### config.mk
export PLATFORM = sky130hd
export DESIGN_NAME = usb_rx_bit_decoder
export DESIGN_NICKNAME = d
export VERILOG_FILES = /design/src/rtl/usb_rx_bit_decoder.sv
export SDC_FILE = /design/constraint.sdc
export NUM_CORES = 1
export LEC_CHECK = 0
export BUFFER_PORTS_ARGS = -buffer_cell sky130_fd_sc_hd__clkbuf_2
export CAP_MARGIN = 25
export CORE_MARGIN = 4
export CORE_UTILIZATION = 50
export DETAILED_ROUTE_END_ITERATION = 8
export GPL_TIMING_DRIVEN = 0
export PLACE_DENSITY = 0.82
export RECOVER_POWER = 100
export SYNTH_ARGS = -nofsm -noshare
export SYNTH_HDL_FRONTEND = slang
export SYNTH_SLANG_ARGS = --single-unit
### constraint.sdc
create_clock -name clk -period 3.7 [get_ports clk]
set_clock_uncertainty 0.1 [all_clocks]
set_input_delay 0.555 -clock clk [delete_from_list [all_inputs] [get_ports clk]]
set_output_delay 0.555 -clock clk [all_outputs]
set_load 0.05 [all_outputs]
### src/rtl/usb_rx_bit_decoder.sv
// rtl/usb_rx_bit_decoder.sv - USB FS receive front end: sync, bit recovery, NRZI decode, destuff, byte assembly
// Optional stuff_err output port is enabled by defining USB_RX_STUFF_ERR_EN.
module usb_rx_bit_decoder #(
    parameter int CLKS_PER_BIT  = 8,
    parameter int SAMPLE_OFFSET = 3,
    parameter int STUFF_LEN     = 6
) (
    input  logic       clk,
    input  logic       rst,
    input  logic       d_plus_in,
    input  logic       d_minus_in,
    output logic       d_edge,
    output logic       shift_enable,
    output logic [7:0] rcv_data,
    output logic       byte_received,
    output logic       eop
`ifdef USB_RX_STUFF_ERR_EN
    ,
    output logic       stuff_err
`endif
);
    localparam int TW = $clog2(CLKS_PER_BIT);
    localparam int OW = $clog2(STUFF_LEN + 1);

    typedef enum logic [1:0] {IDLE, RECEIVE, EOP} state_t;

    state_t          state_q, state_d;
    logic            dp_meta_q, dp_sync_q, dp_dly_q, dm_meta_q, dm_sync_q;
    logic            d_edge_q;
    logic [TW-1:0]   timer_q, timer_d;
    logic            prev_q, prev_d;
    logic [OW-1:0]   ones_q, ones_d;
    logic [2:0]      bitcnt_q, bitcnt_d;
    logic [7:0]      data_q, data_d;
    logic            byte_q, byte_d;
    logic            eop_q, eop_d;
    logic            shift;
    logic            strobe, se0, line_bit, stuffed;
`ifdef USB_RX_STUFF_ERR_EN
    logic            serr_q, serr_d;
`endif

    assign strobe   = (state_q != IDLE) && (timer_q == TW'(SAMPLE_OFFSET));
    assign se0      = !dp_sync_q && !dm_sync_q;
    assign line_bit = (dp_sync_q == prev_q);
    assign stuffed  = (ones_q == OW'(STUFF_LEN));

    always_comb begin
        state_d  = state_q;
        timer_d  = timer_q;
        prev_d   = prev_q;
        ones_d   = ones_q;
        bitcnt_d = bitcnt_q;
        data_d   = data_q;
        eop_d    = eop_q;
        byte_d   = 1'b0;
        shift    = 1'b0;
`ifdef USB_RX_STUFF_ERR_EN
        serr_d   = 1'b0;
`endif
        // Strobe uses the pre-edge timer; a coincident d_edge only resyncs for the next bit.
        if (state_q == IDLE || d_edge_q || timer_q == TW'(CLKS_PER_BIT - 1)) begin
            timer_d = '0;
        end else begin
            timer_d = timer_q + TW'(1);
        end
        case (state_q)
            IDLE: begin
                if (d_edge_q) state_d = RECEIVE;
            end
            RECEIVE: begin
                if (strobe) begin
                    if (se0) begin
                        state_d  = EOP;
                        eop_d    = 1'b1;
                        bitcnt_d = '0;
                        ones_d   = '0;
                    end else begin
                        prev_d = dp_sync_q;
                        if (stuffed) begin
                            ones_d = '0;
`ifdef USB_RX_STUFF_ERR_EN
                            serr_d = line_bit;
`endif
                        end else begin
                            shift    = 1'b1;
                            data_d   = {line_bit, data_q[7:1]};
                            ones_d   = line_bit ? ones_q + OW'(1) : '0;
                            bitcnt_d = bitcnt_q + 3'd1;
                            byte_d   = (bitcnt_q == 3'd7);
                        end
                    end
                end
            end
            EOP: begin
                if (strobe && !se0) begin
                    state_d  = IDLE;
                    eop_d    = 1'b0;
                    bitcnt_d = '0;
                    ones_d   = '0;
                    prev_d   = 1'b1;
                end
            end
            default: state_d = IDLE;
        endcase
    end

    always_ff @(posedge clk) begin
        if (rst) begin
            dp_meta_q <= 1'b1;
            dp_sync_q <= 1'b1;
            dp_dly_q  <= 1'b1;
            dm_meta_q <= 1'b0;
            dm_sync_q <= 1'b0;
            d_edge_q  <= 1'b0;
            state_q   <= IDLE;
            timer_q   <= '0;
            prev_q    <= 1'b1;
            ones_q    <= '0;
            bitcnt_q  <= '0;
            data_q    <= 8'h00;
            byte_q    <= 1'b0;
            eop_q     <= 1'b0;
`ifdef USB_RX_STUFF_ERR_EN
            serr_q    <= 1'b0;
`endif
        end else begin
            dp_meta_q <= d_plus_in;
            dp_sync_q <= dp_meta_q;
            dp_dly_q  <= dp_sync_q;
            dm_meta_q <= d_minus_in;
            dm_sync_q <= dm_meta_q;
            d_edge_q  <= dp_sync_q ^ dp_dly_q;
            state_q   <= state_d;
            timer_q   <= timer_d;
            prev_q    <= prev_d;
            ones_q    <= ones_d;
            bitcnt_q  <= bitcnt_d;
            data_q    <= data_d;
            byte_q    <= byte_d;
            eop_q     <= eop_d;
`ifdef USB_RX_STUFF_ERR_EN
            serr_q    <= serr_d;
`endif
        end
    end

    assign d_edge        = d_edge_q;
    assign shift_enable  = shift;
    assign rcv_data      = data_q;
    assign byte_received = byte_q;
    assign eop           = eop_q;
`ifdef USB_RX_STUFF_ERR_EN
    assign stuff_err     = serr_q;
`endif

endmodule
==> summary.txt, run 1 <==
Status
  • Status: finished, final reports clean

Worst setup path
  • CP top delay family: buffers and inverters
  • WP buf/inv: 3
  • Crit. End Element: output pin
  • Slowest CP cell: dfxtp_1
  • Crit-path max FO: 10
  • CP max stage delay: 360 ps
  • Critical-path cell list: ha_1 -> ha_1 -> o21ai_0 -> a211o_1 -> inv_1 -> clkbuf_1 -> clkbuf_2
  • Worst setup path class: reg2out
  • CP required: 3040 ps
  • Critical Path Source: timer_q[0]$_SDFF_PP0_
  • Worst r2r src: timer_q[0]$_SDFF_PP0_
  • Critical Path Start Type: flop
  • CP Data Arrival Time: 2430 ps
  • Critical path's most frequent cell: ha_1

Clocking
  • Clk slew on worst S/H paths: 130 ps
  • Clock sinks: 28
  • CTS tree: built
  • Max Root-Sink Buffers: 2
  • Post_cts resized: 0
  • Setup Fix Bufs, Post-CTS: 0
  • H-tree Lvls: 1
  • CTS Hold Bufs: 0
  • Root Buffer: clkbuf_4
  • Num CTS Buffers: 3
  • Worst skew pair latency: 310 ps

Timing
  • Hold WS: 315 ps
  • Slew headroom: 59.9%
  • Fin crit period: 3080 ps
  • Period Utilization, post-route: 83.4%
  • Setup tns final: 0 ps
  • Max Freq: 324 MHz
  • Hold Violations, Final: 0
  • Number of setup violations in the final report: 0
  • Final setup margin: 616 ps
  • Slew @ Worst Pin: 605 ps
  • Fin. max-slew vios: 0
  • RSZ-0062 raised after global routing: no

Synth
  • Synth Area per Inst: 8.79 um^2
  • Largest family of logic cells by synthesized area: simple AND/OR/NAND/NOR gates
  • Post-synth cell types: 33
  • Post-synthesis sequential area ratio: 48.3%
  • Post-Synth Simple-Gate Area: 20.5%
  • Yosys Warn Count: 0
  • Area share of fa/ha/maj cells after synthesis: 7.55%
  • #FFs+latches synth: 28
  • Gate Count Post-Synth: 132
  • Synthesized area: 1160 um^2
  • Synth Area in Compound Gates: 16.7%
  • Mapped Nets: 143
  • Synth Area in XOR/XNOR: 1.51%
  • Post-synthesis mux area share: 0%

Route
  • DRC Markers: 0
  • Via count: 912
  • Routed wire per std cell: 11.1 um
  • First-pass DRT Iterations: 4
  • Post-DRT Antenna Nets: 0
  • DRT Wirelength: 1980 um
  • 1st-iter DRT viols: 16
  • Via/cell ratio: 5.12

Job
  • MaxCap Viol Count: 0

Floorplan
  • Area of the core: 2210 um^2
  • Initial core utilization: 52.4%
  • Core Rows: 17
  • Die area: 3150 um^2
  • IO Count: 16
  • Die height: 56.2 um
  • Die width: 56.2 um

Finish
  • Share of cells above drive strength 1: 8.00%
  • Syn-to-layout area delta: 9.60%
  • Multi-input gate area: 533 um^2
  • Final Non-Filler Cells: 178
  • Post-Layout Inst Area: 1270 um^2
  • Fin util: 57.5%
  • Final net count: 162
  • Filler Cell Count: 214
  • N_diodes: 0
  • Sequential Area: 561 um^2

Power and ir drop
  • Leakage: 0.482 nW
  • Gate power share: 5.6%
  • P per Cell Area: 374 nW/um^2
  • Total power: 0.476 mW
  • Switching power: 0.101 mW
  • Sw Ratio: 21.3%
  • Clk network pwr share: 29.6%
  • Peak supply drop: 0.378 mV
  • P_int: 0.375 mW
  • Seq pwr share: 64.8%

Placement
  • Post-DP HPWL: 1530 um
  • Setup slack after placement: 1260 ps
  • Inst Count DP: 174
  • IO Port Bufs: 14
  • Dpl cell area: 1260 um^2
  • Routability cong.: 0.837

Min path
  • Hold Path Class: in2reg
  • Worst hold start: d_plus_in

GRT
  • Initial antenna violation count: 0
  • Total GRT Usage: 13.2%
  • Global-route wire length before repair: 3440 um
  • Maximum number of pins on one net before global-route repair: 16
  • Number of global-route vias before repair: 862
  • Grt total ovfl: 0
## cells by family after synthesis
family | count (synthesis)
fa+ha+maj | 7
compound gates | 33
buf+inv | 13
flops | 28
xor+xnor | 2
simple gates | 49
## area by class of cell
type,count,share of cell area [%]
Buffer,7,2.17
Tap cell,28,2.76
Clock buffer,4,2.85
Timing Repair Buffer,14,4.43
Inverter,6,1.77
Sequential cell,28,44.1
Multi-Input combinational cell,91,41.9
## cell usage in the layout (no fill, tap or decap), types with 2 or more instances in the layout
cell type and n:
nor3_1 2, nand2_1 18, clkbuf_1 17, nor2b_1 4, o21ai_0 7, inv_1 6, clkbuf_2 3, or3_1 2
clkbuf_4 3, o21bai_1 2, nor2_1 10, nand2b_1 3, or2_2 4, dfxtp_1 28, a21oi_1 17, ha_1 7
## state kept, by name, summed over array words and instances (netlist names)
register / flops
bitcnt_q: 3
byte_received: 1
d_edge: 1
dm_meta_q: 1
dm_sync_q: 1
dp_dly_q: 1
dp_meta_q: 1
dp_sync_q: 1
eop: 1
ones_q: 3
prev_q: 1
rcv_data: 8
state_q: 2
timer_q: 3
## worst reg2reg max path, delay by kind of cell (launching register included)
kind / cells / cell delay, ps
AOI/OAI and AO/OA: 3 / 700
buffers and inverters: 2 / 410
adders and majority gates: 2 / 420
and+or+nand+nor: 1 / 100
DFF: 1 / 360
## layer usage
layer / GRT usage, % / wire length [um] / vias up
met2: 25.4 / 1040 / 15
met4: 4.07 / 16 / 0
met1: 14.8 / 865 / 418
li1: - / - / 477
met3: 1.39 / 64 / 2
met5: 0 / 0 / -
## final timing paths
path                                                  to  depth (start not counted)  slack, ps
worst min-delay path                dp_meta_q$_SDFF_PP1_                          2        310
worst min register to register     timer_q[0]$_SDFF_PP0_                          1        330
worst max register to register  rcv_data[0]$_SDFFE_PP0P_                          8       1550
worst max-delay path                        shift_enable                          7        620
## cell usage after synthesis
cell       number  share of area [%]
a211o_1         1               0.76
a211oi_1        1               0.65
a21oi_1        17                7.3
a22oi_1         1               0.65
a41oi_1         1               0.76
and3_1          1               0.54
buf_2           2               0.86
buf_4           1               0.65
buf_6           1               0.97
clkbuf_1        3               0.97
dfxtp_1        28                 48
ha_1            7                7.6
inv_1           6                1.9
nand2_1        18                5.8
nand2b_1        3                1.6
nand3_1         1               0.43
nor2_1         10                3.2
nor2b_1         4                2.2
nor3_1          2               0.86
nor3b_1         1               0.65
nor4_1          1               0.54
nor4bb_1        1               0.86
o211ai_1        1               0.65
o21ai_0         6                2.6
o21ai_2         1               0.76
o21bai_1        2                1.3
o22ai_1         1               0.54
o2bb2ai_1       1               0.76
or2_0           1               0.54
or2_2           4                2.2
or3_1           2                1.1
xnor2_1         1               0.76
xor2_1          1               0.76
## power groups by stage
stage          logic (mW)  registers, mW  clock network (mW)
6_report           0.0265          0.308               0.141
3_5_place_dp       0.0275          0.315                   0
2_1_floorplan      0.0157          0.320                   0
4_1_cts            0.0276          0.309               0.147
5_1_grt            0.0295          0.309               0.163
3_3_place_gp       0.0266          0.315                   0
(Power assumes the default switching activity.)
==> run 2, diff against run 1 <==
- clock period: 3.7 -> 2.95 ns (I/O delays scaled with it)
==> run 2 against run 1 <==
Net effect: first-iteration DRC count unchanged; global-route usage is the same; sequential cell count stayed put; via count rose by 0.33%; critical path depth unchanged; highest routed layer unchanged; utilization up 0.23 points.
==> summary.txt, run 2 (synthesized netlist as in run 1, its figures left out) <==
Worst setup path
  • Reg2Reg Setup Slack: 950 ps (was 1550 ps)
  • Worst setup path class: reg2out (unchanged)
  • Worst reg2reg endpoint: rcv_data[7]$_SDFFE_PP0P_ (was rcv_data[0]$_SDFFE_PP0P_)
  • WP buf/inv: 3 (unchanged)
  • CP top delay family: buffers and inverters (unchanged)
  • CP Data Arrival Time: 2150 ps (was 2430 ps)
  • Critical Path Start Type: flop (unchanged)
  • CP max stage delay: 360 ps (about the same)
  • Slowest CP cell: dfxtp_1 (unchanged)
  • Crit-path max FO: 10 (unchanged)
  • Crit. End Element: output pin (unchanged)
  • Critical-path cell list: ha_1 -> ha_1 -> o21ai_2 -> a211o_1 -> inv_1 -> buf_2 -> clkbuf_2 (was ha_1 -> ha_1 -> o21ai_0 -> a211o_1 -> inv_1 -> clkbuf_1 -> clkbuf_2)
  • Worst r2r src: timer_q[0]$_SDFF_PP0_ (unchanged)
  • Critical path's most frequent cell: ha_1 (unchanged)
  • CP required: 2410 ps (was 3040 ps)
  • Cells on worst reg2reg path: 7 (was 8)

Clocking
  • Setup Fix Bufs, Post-CTS: 0 (unchanged)
  • CTS tree: built (unchanged)
  • Post_cts resized: 0 (unchanged)
  • H-tree Lvls: 1 (unchanged)
  • Max Root-Sink Buffers: 2 (unchanged)
  • Num CTS Buffers: 3 (unchanged)
  • Clk slew on worst S/H paths: 130 ps (about the same)
  • Root Buffer: clkbuf_4 (unchanged)
  • CTS Hold Bufs: 0 (unchanged)
  • Clock sinks: 28 (unchanged)
  • Worst skew pair latency: 320 ps (was 310 ps)

Finish
  • N_diodes: 0 (unchanged)
  • Largest register FFs: 8 (unchanged)
  • Share of cells above drive strength 1: 9.33% (was 8.00%)
  • Final net count: 162 (unchanged)
  • Most common cell after layout, fill and taps aside: dfxtp_1 (unchanged)
  • Syn-to-layout area delta: 10.0% (was 9.60%)
  • Most frequent cells in the layout: dfxtp_1, nand2_1, a21oi_1 (was dfxtp_1, nand2_1, clkbuf_1, a21oi_1, nor2_1)

Min path
  • Hold Path Class: in2reg (unchanged)
  • Hold Crit Endpoint: dp_meta_q$_SDFF_PP1_ (unchanged)
  • Worst hold start: d_plus_in (unchanged)
  • Min-Delay Path Depth: 2 (unchanged)

Route
  • Via count: 915 (was 912)
  • Via/cell ratio: 5.14 (was 5.12)
  • Post-DRT Antenna Nets: 0 (unchanged)
  • 1st-iter DRT viols: 16 (unchanged)
  • Routed wire per std cell: 11.1 um (unchanged)
  • DRC Markers: 0 (unchanged)
  • First-pass DRT Iterations: 4 (unchanged)
  • DRT Wirelength: 1980 um (unchanged)

Timing
  • Max Freq: 371 MHz
  • RSZ-0062 raised after global routing: no (unchanged)
  • Fin crit period: 2690 ps
  • Slew @ Worst Pin: 604 ps (was 605 ps)
  • Period Utilization, post-route: 91.3%
  • Fin. max-slew vios: 0 (unchanged)
  • Number of setup violations in the final report: 0 (unchanged)
  • Hold Violations, Final: 0 (unchanged)
  • Slew headroom: 59.9% (about the same)
  • Setup tns final: 0 ps (unchanged)
  • Final setup margin: 258 ps (was 616 ps)

Placement
  • Post-DP HPWL: 1530 um (unchanged)
  • Setup slack after placement: 625 ps (was 1260 ps)
  • IO Port Bufs: 14 (unchanged)
  • Routability cong.: 0.837 (unchanged)

Power and ir drop
  • Switching power: 0.129 mW (was 0.101 mW)
  • Leakage: 0.487 nW (was 0.482 nW)
  • P per Cell Area: 469 nW/um^2 (was 374 nW/um^2)
  • Clk network pwr share: 29.8% (was 29.6%)
  • P_int: 0.470 mW (was 0.375 mW)
  • Peak supply drop: 0.452 mV (was 0.378 mV)
  • Seq pwr share: 64.6% (was 64.8%)
  • Sw Ratio: 21.5% (was 21.3%)
  • Gate power share: 5.6% (about the same)

GRT
  • Global-route wire length before repair: 3440 um (unchanged)
  • Number of global-route vias before repair: 862 (unchanged)
  • Grt met3 use: 1.39% (unchanged)
  • Initial antenna violation count: 0 (unchanged)
  • Total GRT Usage: 13.2% (unchanged)
  • Grt total ovfl: 0 (unchanged)
  • Maximum number of pins on one net before global-route repair: 16 (unchanged)
  • Met1 Use GR: 14.8% (unchanged)
  • Busiest grt layer: met2 (unchanged)
  • Met2 usage: 25.4% (unchanged)

Floorplan
  • Core Rows: 17 (unchanged)
  • IO Count: 16 (unchanged)
  • Die height: 56.2 um (unchanged)
  • Die area: 3150 um^2 (unchanged)
  • Die width: 56.2 um (unchanged)
  • Initial core utilization: 52.4% (unchanged)
  • Area of the core: 2210 um^2 (unchanged)

Job
  • MaxCap Viol Count: 0 (unchanged)

Status
  • Status: finished, final reports clean (unchanged)
## run 2: changes by cell type in the layout (fill, tap and decap cells not counted), sizes merged
cell | before | now
buf | 1 | 2
clkbuf | 24 | 23
## run 2: how the worst max path moves through the flow
stage,start,end,slack (ps),cells past startpoint
final,timer_q[0]$_SDFF_PP0_,shift_enable,260,7
after floorplan,timer_q[0]$_SDFF_PP0_,shift_enable,940,6
after detailed placement,timer_q[0]$_SDFF_PP0_,shift_enable,630,7
after global routing,timer_q[0]$_SDFF_PP0_,shift_enable,90,7
after global placement,timer_q[0]$_SDFF_PP0_,shift_enable,650,7
after CTS,timer_q[0]$_SDFF_PP0_,shift_enable,250,7
## run 2: metal layers
metal,share of wire (%),vias to the layer above
li1,-,479
met1,44,418
met2,52,14
met3,3.0,4
met4,1.3,0
met5,0,-
## run 2: final cells by class
cell class,instances,area (um^2)
Timing Repair Buffer,14,56.3
Buffer,7,28.8
Tap cell,28,35.0
Multi-Input combinational cell,91,537
Fill cell,211,936
Sequential cell,28,561
Clock buffer,4,36.3
Inverter,6,22.5
## run 2: worst reg2reg max path, stage by stage, from the launching register on
cell      delay [ps]
dfxtp_1          360
ha_1             180
ha_1             260
o21ai_2          120
a211o_1          330
clkbuf_1         220
or2_0            260
a21oi_1          110
## run 2: power groups by stage
stage / Clock [mW] / Sequential, mW / Combinational [mW]
detailed placement: 0 / 0.395 / 0.0344
CTS: 0.184 / 0.387 / 0.0346
floorplan: 0 / 0.401 / 0.0197
global placement: 0 / 0.395 / 0.0334
finish: 0.178 / 0.387 / 0.0333
global route: 0.204 / 0.388 / 0.0372
## run 2: per-stage QoR
stage,hold WS (ps),power (mW),cells,cell area (um^2),util [%]
floorplan,289,0.421,132,1160,-
global route,201,0.630,178,1280,57.7
detailed placement,299,0.430,174,1260,57.2
global placement,298,0.428,174,1260,57.2
CTS,192,0.606,178,1300,58.8
finish,198,0.599,178,1280,57.7
==> run 3, diff against run 2 <==
- clock period: 2.95 -> 3.41 ns (I/O delays scaled with it)
==> run 3 against run 2 <==
Net effect: register-to-register slack improved by 350 ps; critical path depth unchanged; global-route usage did not move; routed wire length about the same; count of clock-buffer cells in the layout is the same; utilization is 0.17 points lower; final cell count unchanged; non-clock buffer count unchanged; die area is the same.
==> summary.txt, run 3 (synthesized netlist as in run 1, its figures left out) <==
Timing
  • Fin. max-slew vios: 0 (unchanged)
  • Fin crit period: 2860 ps
  • Setup tns final: 0 ps (unchanged)
  • Final setup margin: 551 ps (was 258 ps)
  • RSZ-0062 raised after global routing: no (unchanged)
  • Hold Violations, Final: 0 (unchanged)
  • Number of setup violations in the final report: 0 (unchanged)
  • Slew headroom: 59.9% (about the same)
  • Max Freq: 350 MHz
  • Period Utilization, post-route: 83.8%
  • Slew @ Worst Pin: 605 ps (was 604 ps)

Job
  • MaxCap Viol Count: 0 (unchanged)

Worst setup path
  • Crit-path max FO: 10 (unchanged)
  • CP Data Arrival Time: 2250 ps (was 2150 ps)
  • Crit. End Element: output pin (unchanged)
  • Slowest CP cell: dfxtp_1 (unchanged)
  • Worst setup path class: reg2out (unchanged)
  • Critical Path Start Type: flop (unchanged)
  • CP required: 2800 ps (was 2410 ps)
  • Critical-path cell list: ha_1 -> ha_1 -> o21ai_0 -> a211o_1 -> inv_1 -> buf_2 -> clkbuf_2 (was ha_1 -> ha_1 -> o21ai_2 -> a211o_1 -> inv_1 -> buf_2 -> clkbuf_2)
  • CP max stage delay: 360 ps (about the same)
  • Critical path's most frequent cell: ha_1 (unchanged)

Floorplan
  • Initial core utilization: 52.4% (unchanged)
  • Die area: 3150 um^2 (unchanged)
  • Die width: 56.2 um (unchanged)
  • Die height: 56.2 um (unchanged)
  • IO Count: 16 (unchanged)
  • Area of the core: 2210 um^2 (unchanged)
  • Core Rows: 17 (unchanged)

Placement
  • Inst Count DP: 174 (unchanged)
  • Post-DP HPWL: 1530 um (unchanged)
  • Setup slack after placement: 1020 ps (was 625 ps)
  • IO Port Bufs: 14 (unchanged)
  • Routability cong.: 0.837 (unchanged)

Clocking
  • Max Root-Sink Buffers: 2 (unchanged)
  • Post_cts resized: 0 (unchanged)
  • H-tree Lvls: 1 (unchanged)
  • CTS tree: built (unchanged)
  • Worst skew pair latency: 310 ps (was 320 ps)
  • Num CTS Buffers: 3 (unchanged)
  • Clock sinks: 28 (unchanged)
  • Setup Fix Bufs, Post-CTS: 0 (unchanged)
  • Clk slew on worst S/H paths: 130 ps (about the same)
  • CTS Hold Bufs: 0 (unchanged)
  • Root Buffer: clkbuf_4 (unchanged)

Power and ir drop
  • Clk network pwr share: 29.6% (was 29.8%)
  • Peak supply drop: 0.410 mV (was 0.452 mV)
  • P per Cell Area: 406 nW/um^2 (was 469 nW/um^2)
  • Gate power share: 5.6% (about the same)
  • Switching power: 0.110 mW (was 0.129 mW)
  • Sw Ratio: 21.3% (was 21.5%)
  • Leakage: 0.487 nW (about the same)
  • Seq pwr share: 64.8% (was 64.6%)
  • P_int: 0.407 mW (was 0.470 mW)

Min path
  • Hold Path Class: in2reg (unchanged)

Route
  • Met3 WL post-DR: 62 um (was 59 um)
  • Highest routed metal layer: met4 (unchanged)
  • Routed wire per std cell: 11.1 um (about the same)
  • Via/cell ratio: 5.10 (was 5.14)
  • 1st-iter DRT viols: 16 (unchanged)
  • Met2 wire length: 1040 um (was 1030 um)
  • Post-DRT Antenna Nets: 0 (unchanged)
  • Via count: 908 (was 915)
  • DRT Wirelength: 1980 um (about the same)
  • DRC Markers: 0 (unchanged)
  • Met1 WL: 867 um (was 868 um)
  • First-pass DRT Iterations: 4 (unchanged)

Finish
  • N_diodes: 0 (unchanged)
  • Largest register FFs: 8 (unchanged)
  • Most common cell after layout, fill and taps aside: dfxtp_1 (unchanged)
  • Filler Cell Count: 213 (was 211)
  • Most frequent cells in the layout: dfxtp_1, nand2_1, a21oi_1 (unchanged)
  • Final Non-Filler Cells: 178 (unchanged)
  • Syn-to-layout area delta: 9.71% (was 10.0%)
  • Share of cells above drive strength 1: 8.67% (was 9.33%)
  • Final net count: 162 (unchanged)

GRT
  • Grt total ovfl: 0 (unchanged)
  • Number of global-route vias before repair: 862 (unchanged)
  • Initial antenna violation count: 0 (unchanged)
  • Total GRT Usage: 13.2% (unchanged)
  • Maximum number of pins on one net before global-route repair: 16 (unchanged)
  • Global-route wire length before repair: 3440 um (unchanged)

Status
  • Status: finished, final reports clean (unchanged)
==> run 3: cell counts in the layout (fill, tap and decap cells not counted) <==
Identical to the previous run, type by type.
==> run 3: metrics by stage <==
step           hold slack (ps)  area (um^2)  power (mW)  utilization, %
4_1_cts                    261         1300       0.524            58.8
5_1_grt                    270         1270       0.545            57.5
6_report                   271         1270       0.516            57.5
3_5_place_dp               299         1260       0.372            57.2
2_1_floorplan              289         1160       0.364               -
3_3_place_gp               298         1260       0.371            57.2
==> run 3: final cells by class <==
class | count | area [um^2] | area share [%]
flip-flops and latches | 28 | 561 | 44.1
multi-input cells | 91 | 533 | 41.9
repair buffers | 14 | 56.3 | 4.42
clock buffers | 4 | 36.3 | 2.85
well taps | 28 | 35.0 | 2.75
plain buffers | 7 | 28.8 | 2.26
inverters | 6 | 22.5 | 1.77
==> run 3: path summary, 6_finish.rpt <==
kind | cells after the start | from | end | slack (ps)
worst min register to register | 1 | timer_q[0]$_SDFF_PP0_ | timer_q[0]$_SDFF_PP0_ | 330
worst min-delay path | 2 | d_plus_in | dp_meta_q$_SDFF_PP1_ | 270
worst max register to register | 7 | timer_q[0]$_SDFF_PP0_ | rcv_data[7]$_SDFFE_PP0P_ | 1300
worst max-delay path | 7 | timer_q[0]$_SDFF_PP0_ | shift_enable | 550
==> run 3: routing by layer <==
metal | track usage [%] | up-vias
li1 | - | 477
met1 | 14.8 | 416
met2 | 25.4 | 13
met3 | 1.39 | 2
met4 | 4.07 | 0
met5 | 0 | -
==> run 3: power groups by stage <==
| stage | Combinational [mW] | Clock, mW | Sequential [mW] |
|---|---|---|---|
| 5_1_grt | 0.0321 | 0.177 | 0.336 |
| 4_1_cts | 0.0300 | 0.160 | 0.335 |
| 3_5_place_dp | 0.0298 | 0 | 0.342 |
| 6_report | 0.0287 | 0.153 | 0.335 |
| 3_3_place_gp | 0.0289 | 0 | 0.342 |
| 2_1_floorplan | 0.0171 | 0 | 0.347 |
==> run 3: critical path, delay by kind of cell, from the launching register on <==
family | cells | cell delay [ps]
AO/OA/AOI/OAI | 2 | 570
buffers and inverters | 3 | 590
flip-flops | 1 | 360
adder cells (fa/ha/maj) | 2 | 420
